===== config.mk =====
export PLATFORM = sky130hd
export DESIGN_NAME = frame_buffer_writer_flat
export DESIGN_NICKNAME = d
export VERILOG_FILES = /design/src/rtl/frame_buffer_writer_if.sv /design/src/rtl/frame_buffer_writer.sv /design/src/flat_wrapper.sv
export SDC_FILE = /design/constraint.sdc
export NUM_CORES = 1
export LEC_CHECK = 0
export ABC_AREA = 1
export ABC_CLOCK_PERIOD_IN_PS = 1800
export CAP_MARGIN = 20
export CORE_AREA = 3 3 99 101
export CTS_CLUSTER_DIAMETER = 60
export DETAILED_ROUTE_END_ITERATION = 10
export DIE_AREA = 0 0 102 104
export GPL_ROUTABILITY_DRIVEN = 0
export PLACE_DENSITY = 0.62
export SLEW_MARGIN = 20
export SYNTH_ARGS = -nofsm -noshare
export SYNTH_HDL_FRONTEND = slang
export SYNTH_SLANG_ARGS = --single-unit

===== constraint.sdc =====
create_clock -name clk -period 1.8 [get_ports clk]
set_clock_uncertainty 0.2 [all_clocks]
set_input_delay 0.27 -clock clk [delete_from_list [all_inputs] [get_ports clk]]
set_output_delay 0.27 -clock clk [all_outputs]
set_load 0.005 [all_outputs]

===== src/rtl/frame_buffer_writer_if.sv =====
// Pixel-stream, RAM-write and status bundle for frame_buffer_writer; the checksum
// signal exists only when FBW_CHECKSUM_EN is defined.
interface frame_buffer_writer_if #(
   parameter int ADDR_W = 18,
   parameter int DATA_W = 8
);
   logic              start;
   logic              abort;
   logic              in_valid;
   logic [DATA_W-1:0] in_data;
   logic              in_ready;
   logic              mem_we;
   logic [ADDR_W-1:0] mem_addr;
   logic [DATA_W-1:0] mem_data;
   logic              busy;
   logic              frame_done;
   logic [9:0]        cur_x;
   logic [9:0]        cur_y;
`ifdef FBW_CHECKSUM_EN
   logic [15:0]       checksum;
`endif

   modport master (
      output start, abort, in_valid, in_data,
      input  in_ready, mem_we, mem_addr, mem_data, busy, frame_done, cur_x, cur_y
`ifdef FBW_CHECKSUM_EN
      , input checksum
`endif
   );

   modport slave (
      input  start, abort, in_valid, in_data,
      output in_ready, mem_we, mem_addr, mem_data, busy, frame_done, cur_x, cur_y
`ifdef FBW_CHECKSUM_EN
      , output checksum
`endif
   );
endinterface


===== src/rtl/frame_buffer_writer.sv =====
// Loads one column-major frame into image RAM (addr = x*IMG_H + y); write strobe 1 cycle after accept,
// in_ready decoded from state only. FBW_CHECKSUM_EN adds a 16-bit running pixel checksum.
module frame_buffer_writer #(
   parameter int IMG_W  = 300,
   parameter int IMG_H  = 300,
   parameter int ADDR_W = 18,
   parameter int DATA_W = 8
) (
   input logic                    clk,
   input logic                    rst_n,
   frame_buffer_writer_if.slave   bus
);

   localparam logic [1:0] ST_IDLE  = 2'd0;
   localparam logic [1:0] ST_WRITE = 2'd1;
   localparam logic [1:0] ST_DONE  = 2'd2;

   localparam logic [9:0]        Y_LAST    = 10'(IMG_H - 1);
   localparam logic [ADDR_W-1:0] ADDR_LAST = ADDR_W'(IMG_W * IMG_H - 1);

   logic [1:0]        state_q;
   logic [1:0]        state_d;
   logic [9:0]        x_q;
   logic [9:0]        y_q;
   logic [ADDR_W-1:0] addr_q;
   logic              mem_we_q;
   logic [ADDR_W-1:0] mem_addr_q;
   logic [DATA_W-1:0] mem_data_q;
   logic              in_ready;
   logic              accept;
   logic              last_beat;

   assign in_ready  = (state_q == ST_WRITE);
   // A beat coinciding with abort is dropped, so abort gates the accept itself.
   assign accept    = in_ready && bus.in_valid && !bus.abort;
   assign last_beat = (addr_q == ADDR_LAST);

   always_comb begin
      state_d = state_q;
      case (state_q)
         ST_IDLE:  if (bus.start) state_d = ST_WRITE;
         ST_WRITE: begin
            if (bus.abort)
               state_d = ST_IDLE;
            else if (accept && last_beat)
               state_d = ST_DONE;
         end
         ST_DONE:  state_d = ST_IDLE;
         default:  state_d = ST_IDLE;
      endcase
   end

   always_ff @(posedge clk or negedge rst_n) begin
      if (!rst_n)
         state_q <= ST_IDLE;
      else
         state_q <= state_d;
   end

   // Counters hold on the final beat so addr never passes IMG_W*IMG_H-1.
   always_ff @(posedge clk or negedge rst_n) begin
      if (!rst_n) begin
         x_q    <= '0;
         y_q    <= '0;
         addr_q <= '0;
      end else if (state_q == ST_IDLE && bus.start) begin
         x_q    <= '0;
         y_q    <= '0;
         addr_q <= '0;
      end else if (accept && !last_beat) begin
         addr_q <= addr_q + 1'b1;
         if (y_q == Y_LAST) begin
            y_q <= '0;
            x_q <= x_q + 1'b1;
         end else begin
            y_q <= y_q + 1'b1;
         end
      end
   end

   always_ff @(posedge clk or negedge rst_n) begin
      if (!rst_n) begin
         mem_we_q   <= 1'b0;
         mem_addr_q <= '0;
         mem_data_q <= '0;
      end else begin
         mem_we_q <= accept;
         if (accept) begin
            mem_addr_q <= addr_q;
            mem_data_q <= bus.in_data;
         end
      end
   end

`ifdef FBW_CHECKSUM_EN
   logic [15:0] checksum_q;

   always_ff @(posedge clk or negedge rst_n) begin
      if (!rst_n)
         checksum_q <= '0;
      else if (state_q == ST_IDLE && bus.start)
         checksum_q <= '0;
      else if (accept)
         checksum_q <= checksum_q + 16'(bus.in_data);
   end

   assign bus.checksum = checksum_q;
`endif

   assign bus.in_ready   = in_ready;
   assign bus.mem_we     = mem_we_q;
   assign bus.mem_addr   = mem_addr_q;
   assign bus.mem_data   = mem_data_q;
   assign bus.busy       = (state_q == ST_WRITE) || (state_q == ST_DONE);
   assign bus.frame_done = (state_q == ST_DONE);
   assign bus.cur_x      = x_q;
   assign bus.cur_y      = y_q;

   a_we_after_accept: assert property (@(posedge clk) disable iff (!rst_n)
      mem_we_q |-> $past(accept));
   a_addr_in_range: assert property (@(posedge clk) disable iff (!rst_n)
      addr_q <= ADDR_LAST);

endmodule


===== src/flat_wrapper.sv =====
// flat-port wrapper written by rule: the top's interface ports become plain ports
module frame_buffer_writer_flat 
#(
   parameter int IMG_W  = 300,
   parameter int IMG_H  = 300,
   parameter int ADDR_W = 18,
   parameter int DATA_W = 8
)
  (clk, rst_n, bus_start, bus_abort, bus_in_valid, bus_in_data, bus_in_ready, bus_mem_we, bus_mem_addr, bus_mem_data, bus_busy, bus_frame_done, bus_cur_x, bus_cur_y);
  frame_buffer_writer_if #(.ADDR_W(ADDR_W), .DATA_W(DATA_W)) bus_i ();
  input logic clk;
  input logic rst_n;
  input wire logic [$bits(bus_i.start)-1:0] bus_start;
  input wire logic [$bits(bus_i.abort)-1:0] bus_abort;
  input wire logic [$bits(bus_i.in_valid)-1:0] bus_in_valid;
  input wire logic [$bits(bus_i.in_data)-1:0] bus_in_data;
  output wire logic [$bits(bus_i.in_ready)-1:0] bus_in_ready;
  output wire logic [$bits(bus_i.mem_we)-1:0] bus_mem_we;
  output wire logic [$bits(bus_i.mem_addr)-1:0] bus_mem_addr;
  output wire logic [$bits(bus_i.mem_data)-1:0] bus_mem_data;
  output wire logic [$bits(bus_i.busy)-1:0] bus_busy;
  output wire logic [$bits(bus_i.frame_done)-1:0] bus_frame_done;
  output wire logic [$bits(bus_i.cur_x)-1:0] bus_cur_x;
  output wire logic [$bits(bus_i.cur_y)-1:0] bus_cur_y;
  assign bus_i.start = bus_start;
  assign bus_i.abort = bus_abort;
  assign bus_i.in_valid = bus_in_valid;
  assign bus_i.in_data = bus_in_data;
  assign bus_in_ready = bus_i.in_ready;
  assign bus_mem_we = bus_i.mem_we;
  assign bus_mem_addr = bus_i.mem_addr;
  assign bus_mem_data = bus_i.mem_data;
  assign bus_busy = bus_i.busy;
  assign bus_frame_done = bus_i.frame_done;
  assign bus_cur_x = bus_i.cur_x;
  assign bus_cur_y = bus_i.cur_y;
  frame_buffer_writer #(.IMG_W(IMG_W), .IMG_H(IMG_H), .ADDR_W(ADDR_W), .DATA_W(DATA_W)) u_core (.clk(clk), .rst_n(rst_n), .bus(bus_i));
endmodule

==> run_results.csv, run 1 <==
group,metric,value,unit
run_status,status,"finished, violations left",
run_status,violations,"setup timing",
sta,setup_ws,-0.0739,ns
job,cap_viol_max_count,0,
cells_and_area,multi_input_area,1950,sq um
clock_network,cts_root_buf,"clkbuf_8",
yosys,synth_area_leaders,"dfrtp_1 (47%), nand2_1 (21%), nand3_1 (5.7%), nor2_1 (5.0%), xor2_1 (3.2%)",
yosys,synth-simple-area-share,37.1,%
power_and_ir_drop,swShare,31.7,%
worst_setup_path,endpoint_kind,"register",
worst_setup_path,r2r-end,"u_core.addr_q[11]",
power_and_ir_drop,p_comb_share,38.0,%
power_and_ir_drop,internal_power,0.00408,W
worst_setup_path,rrSetupSlack,-0.07,ns
yosys,synth_warnings,0,
sta,setup_viol,23,
floorplan,dieArea,10600,sq um
power_and_ir_drop,power,0.00598,W
yosys,syn_area,3580,sq um
global_routing,grt_max_degree,68,
clock_network,cts_buffers,9,
floorplan,num_io_pins,63,
yosys,synth_top_family_by_area,"simple AND/OR/NAND/NOR gates",
global_routing,grt_pass1_wl,16000,um
yosys,synth_nets,493,
place,port_buffers,62,
clock_network,clkSinkCount,67,
worst_setup_path,critPathLaunch,"u_core.addr_q[1]",
global_routing,antenna_found_initial,0,
yosys,ys_async_sr_fraction,100,%
place,place_hpwl,6360,um
cells_and_area,layout-drive-gt1-share,26.5,%
cells_and_area,final-instance-count-excl-fill,725,
drt,drc,0,
drt,vias,3616,
sta,finalCritPeriodShare,104,%
drt,dr.pass1.iters,5,
floorplan,fp-row-count,35,
drt,drt_wl_total,10200,um
power_and_ir_drop,p_leak,2.66,nW
drt,drt_iter0_drc,171,
clock_network,clk_pin_slew,0.08,ns
yosys,synth_edf_count,0,
sta,fmax,534,MHz
worst_setup_path,start_kind,"register",
sta,finalHoldViolCount,0,
yosys,synth_compound_area_share,4.61,%
yosys,yosys.cell_types.count,25,
sta,tightest_slew,0.375,ns
global_routing,grt_use_total,18.8,%
yosys,yosysSeqAreaShare,46.8,%
sta,fin_crit,1.87,ns
place,pre_cts_ws,-0.101,ns
floorplan,initial_core_util,39.3,%
clock_network,ctsHtreeMaxLevel,3,
yosys,synth_xor_area_share,4.16,%
clock_network,clockBufferDepth,2,
sta,rsz0062_at_grt,"true",
worst_setup_path,rr_worst_depth,10,
worst_setup_path,cp-endpoint,"u_core.addr_q[11]",
global_routing,grt_pass1_vias,3493,
worst_setup_path,critPathMaxFanout,10,
yosys,synth_area_per_cell,7.56,sq um
power_and_ir_drop,seq_power_share,31.0,%
sta,relSlewSlack,75.0,%
worst_setup_path,crit_required,1.89,ns
global_routing,overflow,0,
drt,wl_per_cell,14.0,um
yosys,synth_flop_cell,"dfrtp_1",
yosys,synth_most_common_cell,"nand2_1",
power_and_ir_drop,ir_drop,664,uV
clock_network,cts_tree,"built",
worst_setup_path,crit_arrival,1.96,ns
worst_setup_path,critical_path_class,"reg -> reg",
cells_and_area,final-seq-area,1690,sq um
sta,setup_tns,-0.962,ns
cells_and_area,fin_nets,628,
yosys,netlist_instances,474,
power_and_ir_drop,clock_power_share,31.0,%
yosys,synth_seq_cells,67,
floorplan,core_area,9110,sq um
yosys,yosys-top-cells-count,"nand2_1 (199), dfrtp_1 (67), nor2_1 (48), nand3_1 (41), inv_1 (29)",
yosys,synth_adder_area_share,2.10,%
cells_and_area,syn2layout_area_growth,53.1,%
yosys,synth_top_area_share,46.8,%
floorplan,die_h,104,um
cells_and_area,fillers,814,
floorplan,dieWidth,102,um
clock_network,clock_latency,0.35,ns
yosys,synth.area.mux_share,0,%
place,dpl.cell_count,678,
hold_path,hp-class,"in -> async",
drt,vias_per_cell,4.99,
sta,slew_violations,0,
worst_setup_path,r2r-start,"u_core.addr_q[1]",
power_and_ir_drop,switchingPower,0.00189,W
yosys,yosysTopAreaCell,"dfrtp_1",
power_and_ir_drop,pwr_density_cell,1090,nW/um^2
drt,final_antenna_net_count,0,
cells_and_area,diodes,0,
## timing repair
| item | CTS | global route |
|---|---|---|
| pin swaps | 2 | 14 |
| endpoints found under the setup margin | 37 | 68 |
| setup buffers | 16 | 16 |
| gates resized for setup | 36 | 75 |
| hold buffers | 1 | 0 |
| endpoints found under the hold margin | 67 | 0 |
| gates cloned | 2 | 1 |
## power groups by stage
stage | combinational (W) | clock (W) | sequential [W]
5_1_grt | 0.00244 | 0.00196 | 0.00188
3_3_place_gp | 0.00171 | 0 | 0.00187
2_1_floorplan | 0.000772 | 0 | 0.00190
3_5_place_dp | 0.00175 | 0 | 0.00188
6_report | 0.00227 | 0.00185 | 0.00185
4_1_cts | 0.00212 | 0.00188 | 0.00185
## placed cells by master (no fill, tap or decap), types with 3 or more instances in the layout
cell,n
nand3_2,4
nand2_2,24
inv_1,24
clkbuf_8,10
o21ai_0,11
clkdlybuf4s15_1,3
nor2_1,43
nor3_1,6
dfrtp_2,8
nand4_1,8
inv_2,4
nand2_8,3
bufinv_16,5
o21ai_2,8
buf_4,55
xor2_1,13
nand2_1,172
ha_1,3
buf_12,3
buf_6,12
nor2_4,5
nand3_1,37
dfrtp_1,59
nand2_4,5
o21ai_1,5
clkdlybuf4s50_1,54
xnor2_1,4
nor2_2,3
## how the worst min path moves through the flow
stage,from,endpoint,slack (ns)
after global placement,rst_n,u_core.bus.mem_addr[16],0.12
after detailed placement,rst_n,u_core.bus.mem_addr[15],0.12
final,rst_n,u_core.bus.mem_addr[15],0.25
after global routing,bus_in_data[7],u_core.bus.mem_data[7],0.25
after floorplan,rst_n,u_core.addr_q[0],-0.23
after CTS,bus_in_data[3],u_core.bus.mem_data[3],0.25
## cell families (layout without fill, tap and decap cells)
kind of cell,after synthesis,after routing
compound gates,27,27
xor+xnor,17,17
fa+ha+maj,6,6
buf+inv,42,182
flops,67,67
simple gates,315,315
## final cells by class
cell class	instances	area share [%]
inverters	30	2.15
clock inverters	6	2.90
well taps	111	2.53
clock buffers	10	2.51
multi-input cells	365	35.6
repair buffers	136	23.6
flip-flops and latches	67	30.8
## per-layer routing
metal	vias up	part of all wire (%)	track usage, %
met4	0	3.0	6.00
li1	1769	-	-
met5	-	0	0
met2	126	50	31.8
met3	34	5.5	4.76
met1	1687	42	23.1
## registers in the layout, indices dropped and copies added, names as in the netlist
signal / flops
u_core.state_q: 2
u_core.bus.mem_data: 8
u_core.bus.mem_addr: 18
u_core.bus.cur_x: 10
u_core.addr_q: 18
u_core.bus.cur_y: 10
u_core.bus.mem_we: 1
## critical path, stage by stage (launching register included)
cell and delay [ns]:
dfrtp_1 0.40, ha_4 0.17, nand3_4 0.11, inv_2 0.09, nand3_2 0.10, nor2_4 0.15, nor2_4 0.07, nor2_8 0.21
buf_8 0.19, nand2_1 0.06, nand2_1 0.06
## through the flow
step | cell area (sq um) | utilization [%] | hold WS (ns)
after floorplan | 3600 | - | -0.226
after global placement | 4640 | 50.9 | 0.122
after detailed placement | 4640 | 50.9 | 0.120
after CTS | 5200 | 57.1 | 0.246
after global routing | 5480 | 60.2 | 0.249
final | 5480 | 60.2 | 0.246
Note: power is estimated with default switching activity, not from simulation.
==> run 2: changes to the inputs <==
--- a/config.mk
+++ b/config.mk
@@ -7,12 +7,12 @@
 export LEC_CHECK = 0
 export ABC_AREA = 1
 export ABC_CLOCK_PERIOD_IN_PS = 1800
-export CAP_MARGIN = 20
-export CORE_AREA = 3 3 99 101
+export CORE_AREA = 2 2 98 100
 export CTS_CLUSTER_DIAMETER = 60
 export DETAILED_ROUTE_END_ITERATION = 10
-export DIE_AREA = 0 0 102 104
+export DIE_AREA = 0 0 100 102
 export GPL_ROUTABILITY_DRIVEN = 0
+export HOLD_SLACK_MARGIN = 0.06
 export PLACE_DENSITY = 0.62
 export SLEW_MARGIN = 20
 export SYNTH_ARGS = -nofsm -noshare
==> run_results.csv, run 2 (synthesized netlist as in run 1, its figures left out) <==
group,metric,value,unit
sta,relSlewSlack,71.4,%
job,cap_viol_max_count,0,
worst_setup_path,start_kind,"register",
worst_setup_path,timing.critical_path.mode_cell,"nor2_4",
place,place_hpwl,6240,um
sta,finalCritPeriodShare,101,%
floorplan,dieArea,10200,sq um
clock_network,cts_buffers,9,
drt,drc,0,
worst_setup_path,rr_worst_depth,10,
global_routing,antenna_found_initial,0,
cells_and_area,final-instance-count-excl-fill,726,
run_status,status,"finished, violations left",
sta,rsz0062_at_grt,"true",
place,port_buffers,62,
place,place_area,4640,sq um
worst_setup_path,cpMaxStageDelayCell,"dfrtp_1",
floorplan,dieWidth,100,um
global_routing,grt_pass1_wl,15400,um
worst_setup_path,path_cells,"ha_4 -> nand3_4 -> inv_2 -> nand3_2 -> nor2_4 -> nor2_4 -> nor2_8 -> buf_4 -> nand2_1 -> o21ai_1",
clock_network,clkSinkCount,67,
floorplan,num_io_pins,63,
worst_setup_path,critPathMaxFanout,5,
global_routing,grt_pass1_vias,3327,
cells_and_area,final_area,5220,sq um
sta,tightest_slew,0.425,ns
power_and_ir_drop,p_leak,2.65,nW
cells_and_area,fin_util,57.3,%
drt,drt_wl_total,9360,um
global_routing,overflow,0,
cells_and_area,layout_common_cells,"nand2_1 (190), buf_4 (66), dfrtp_1 (62)",
drt,vias,3482,
sta,slew_violations,0,
drt,final_antenna_net_count,0,
worst_setup_path,critical_path_class,"reg -> reg",
worst_setup_path,cp_top_family,"simple AND/OR/NAND/NOR gates",
sta,hold_ws,0.251,ns
drt,vias_per_cell,4.80,
worst_setup_path,slowest_delay,0.40,ns
power_and_ir_drop,pwr_density_cell,996,nW/um^2
power_and_ir_drop,ir_drop,539,uV
cells_and_area,fin_nets,629,
floorplan,die_h,102,um
cells_and_area,diodes,0,
clock_network,ctsHtreeMaxLevel,3,
cells_and_area,syn2layout_area_growth,45.7,%
global_routing,grt_use_total,19.0,%
run_status,violations,"setup timing",
worst_setup_path,endpoint_kind,"register",
floorplan,core_area,9110,sq um
global_routing,grt_max_degree,68,
worst_setup_path,crit_arrival,1.88,ns
sta,setup_ws,-0.0172,ns
floorplan,initial_core_util,39.3,%
drt,drt_iter0_drc,145,
power_and_ir_drop,power,0.00520,W
worst_setup_path,crit_required,1.86,ns
place,dpl.cell_count,679,
clock_network,clockBufferDepth,2,
sta,setup_viol,14,
drt,dr.pass1.iters,4,
sta,finalHoldViolCount,0,
clock_network,clock_latency,0.35,ns
worst_setup_path,worst-path-buf-inv,2,
clock_network,cts_root_buf,"clkbuf_8",
sta,fmax,550,MHz
cells_and_area,layout_commonest_cell,"nand2_1",
hold_path,hp-class,"in -> async",
worst_setup_path,path_depth,10,
floorplan,fp-row-count,35,
clock_network,cts_tree,"built",
sta,fin_crit,1.82,ns
drt,wl_per_cell,12.9,um
cells_and_area,layout-drive-gt1-share,21.8,%
clock_network,clk_pin_slew,0.07,ns
-- run 2: cell types whose count changed in the layout (fill, tap and decap cells not counted), moves of 4 or more --
cell,delta
buf_4,+11
buf_6,-7
dlymetal6s2s_1,+4
nand2_1,+18
nand2_2,-12
-- run 2: repair_timing --
action | CTS | global route
setup endpoints to repair | 34 | 75
pin swaps | 3 | 7
endpoints found under the hold margin | 67 | 0
resized for setup | 17 | 37
hold buffers | 1 | 0
gates cloned | 0 | 1
buffers inserted | 7 | 23
-- run 2: stage by stage --
step                worst slack, ns  TNS [ns]
floorplan                   0.00783         0
global placement            -0.0660     -1.00
detailed placement           -0.103     -1.64
CTS                        0.000194         0
global route                 -0.137     -2.79
finish                      -0.0172    -0.107
-- run 2: tightest hold or removal path, cell delays in order --
cell and delay (ns):
dlygate4sd3_1 0.52, buf_2 0.12, buf_12 0.28
-- run 2: routing by layer --
layer  part of all wire (%)  track usage (%)  wire (um)
met5                      0                0          0
met4                    1.8             6.95        167
met2                     49             32.1       4590
met3                    4.1             3.97        382
met1                     45             24.2       4220
-- run 2: power by group --
group          leakage [nW]  total, W  internal (W)  switching [W]
Combinational          1.63   0.00194      0.000977       0.000961
Clock                 0.111   0.00141      0.000820       0.000588
Sequential            0.909   0.00185       0.00171       0.000139
-- run 2: worst paths after layout --
kind	slack (ns)	startpoint	endpoint
setup / recovery	-0.02	u_core.addr_q[1]	u_core.bus.cur_y[8]
hold / removal	0.25	rst_n	u_core.bus.mem_addr[15]
setup reg to reg	-0.02	u_core.addr_q[1]	u_core.bus.cur_y[8]
hold reg to reg	0.28	u_core.bus.mem_addr[6]	u_core.bus.mem_addr[6]
max in group asynchronous	0.79	rst_n	u_core.addr_q[15]
min in group clk	0.26	bus_in_data[0]	u_core.bus.mem_data[0]
-- run 2: layout make-up --
| class | instances | area (sq um) |
|---|---|---|
| clock inverter | 4 | 73.8 |
| tap | 111 | 139 |
| multi-input combinational | 365 | 1810 |
| fill | 842 | 3890 |
| timing repair buffer | 137 | 1250 |
| inverter | 30 | 113 |
| sequential | 67 | 1680 |
| clock buffer | 12 | 145 |
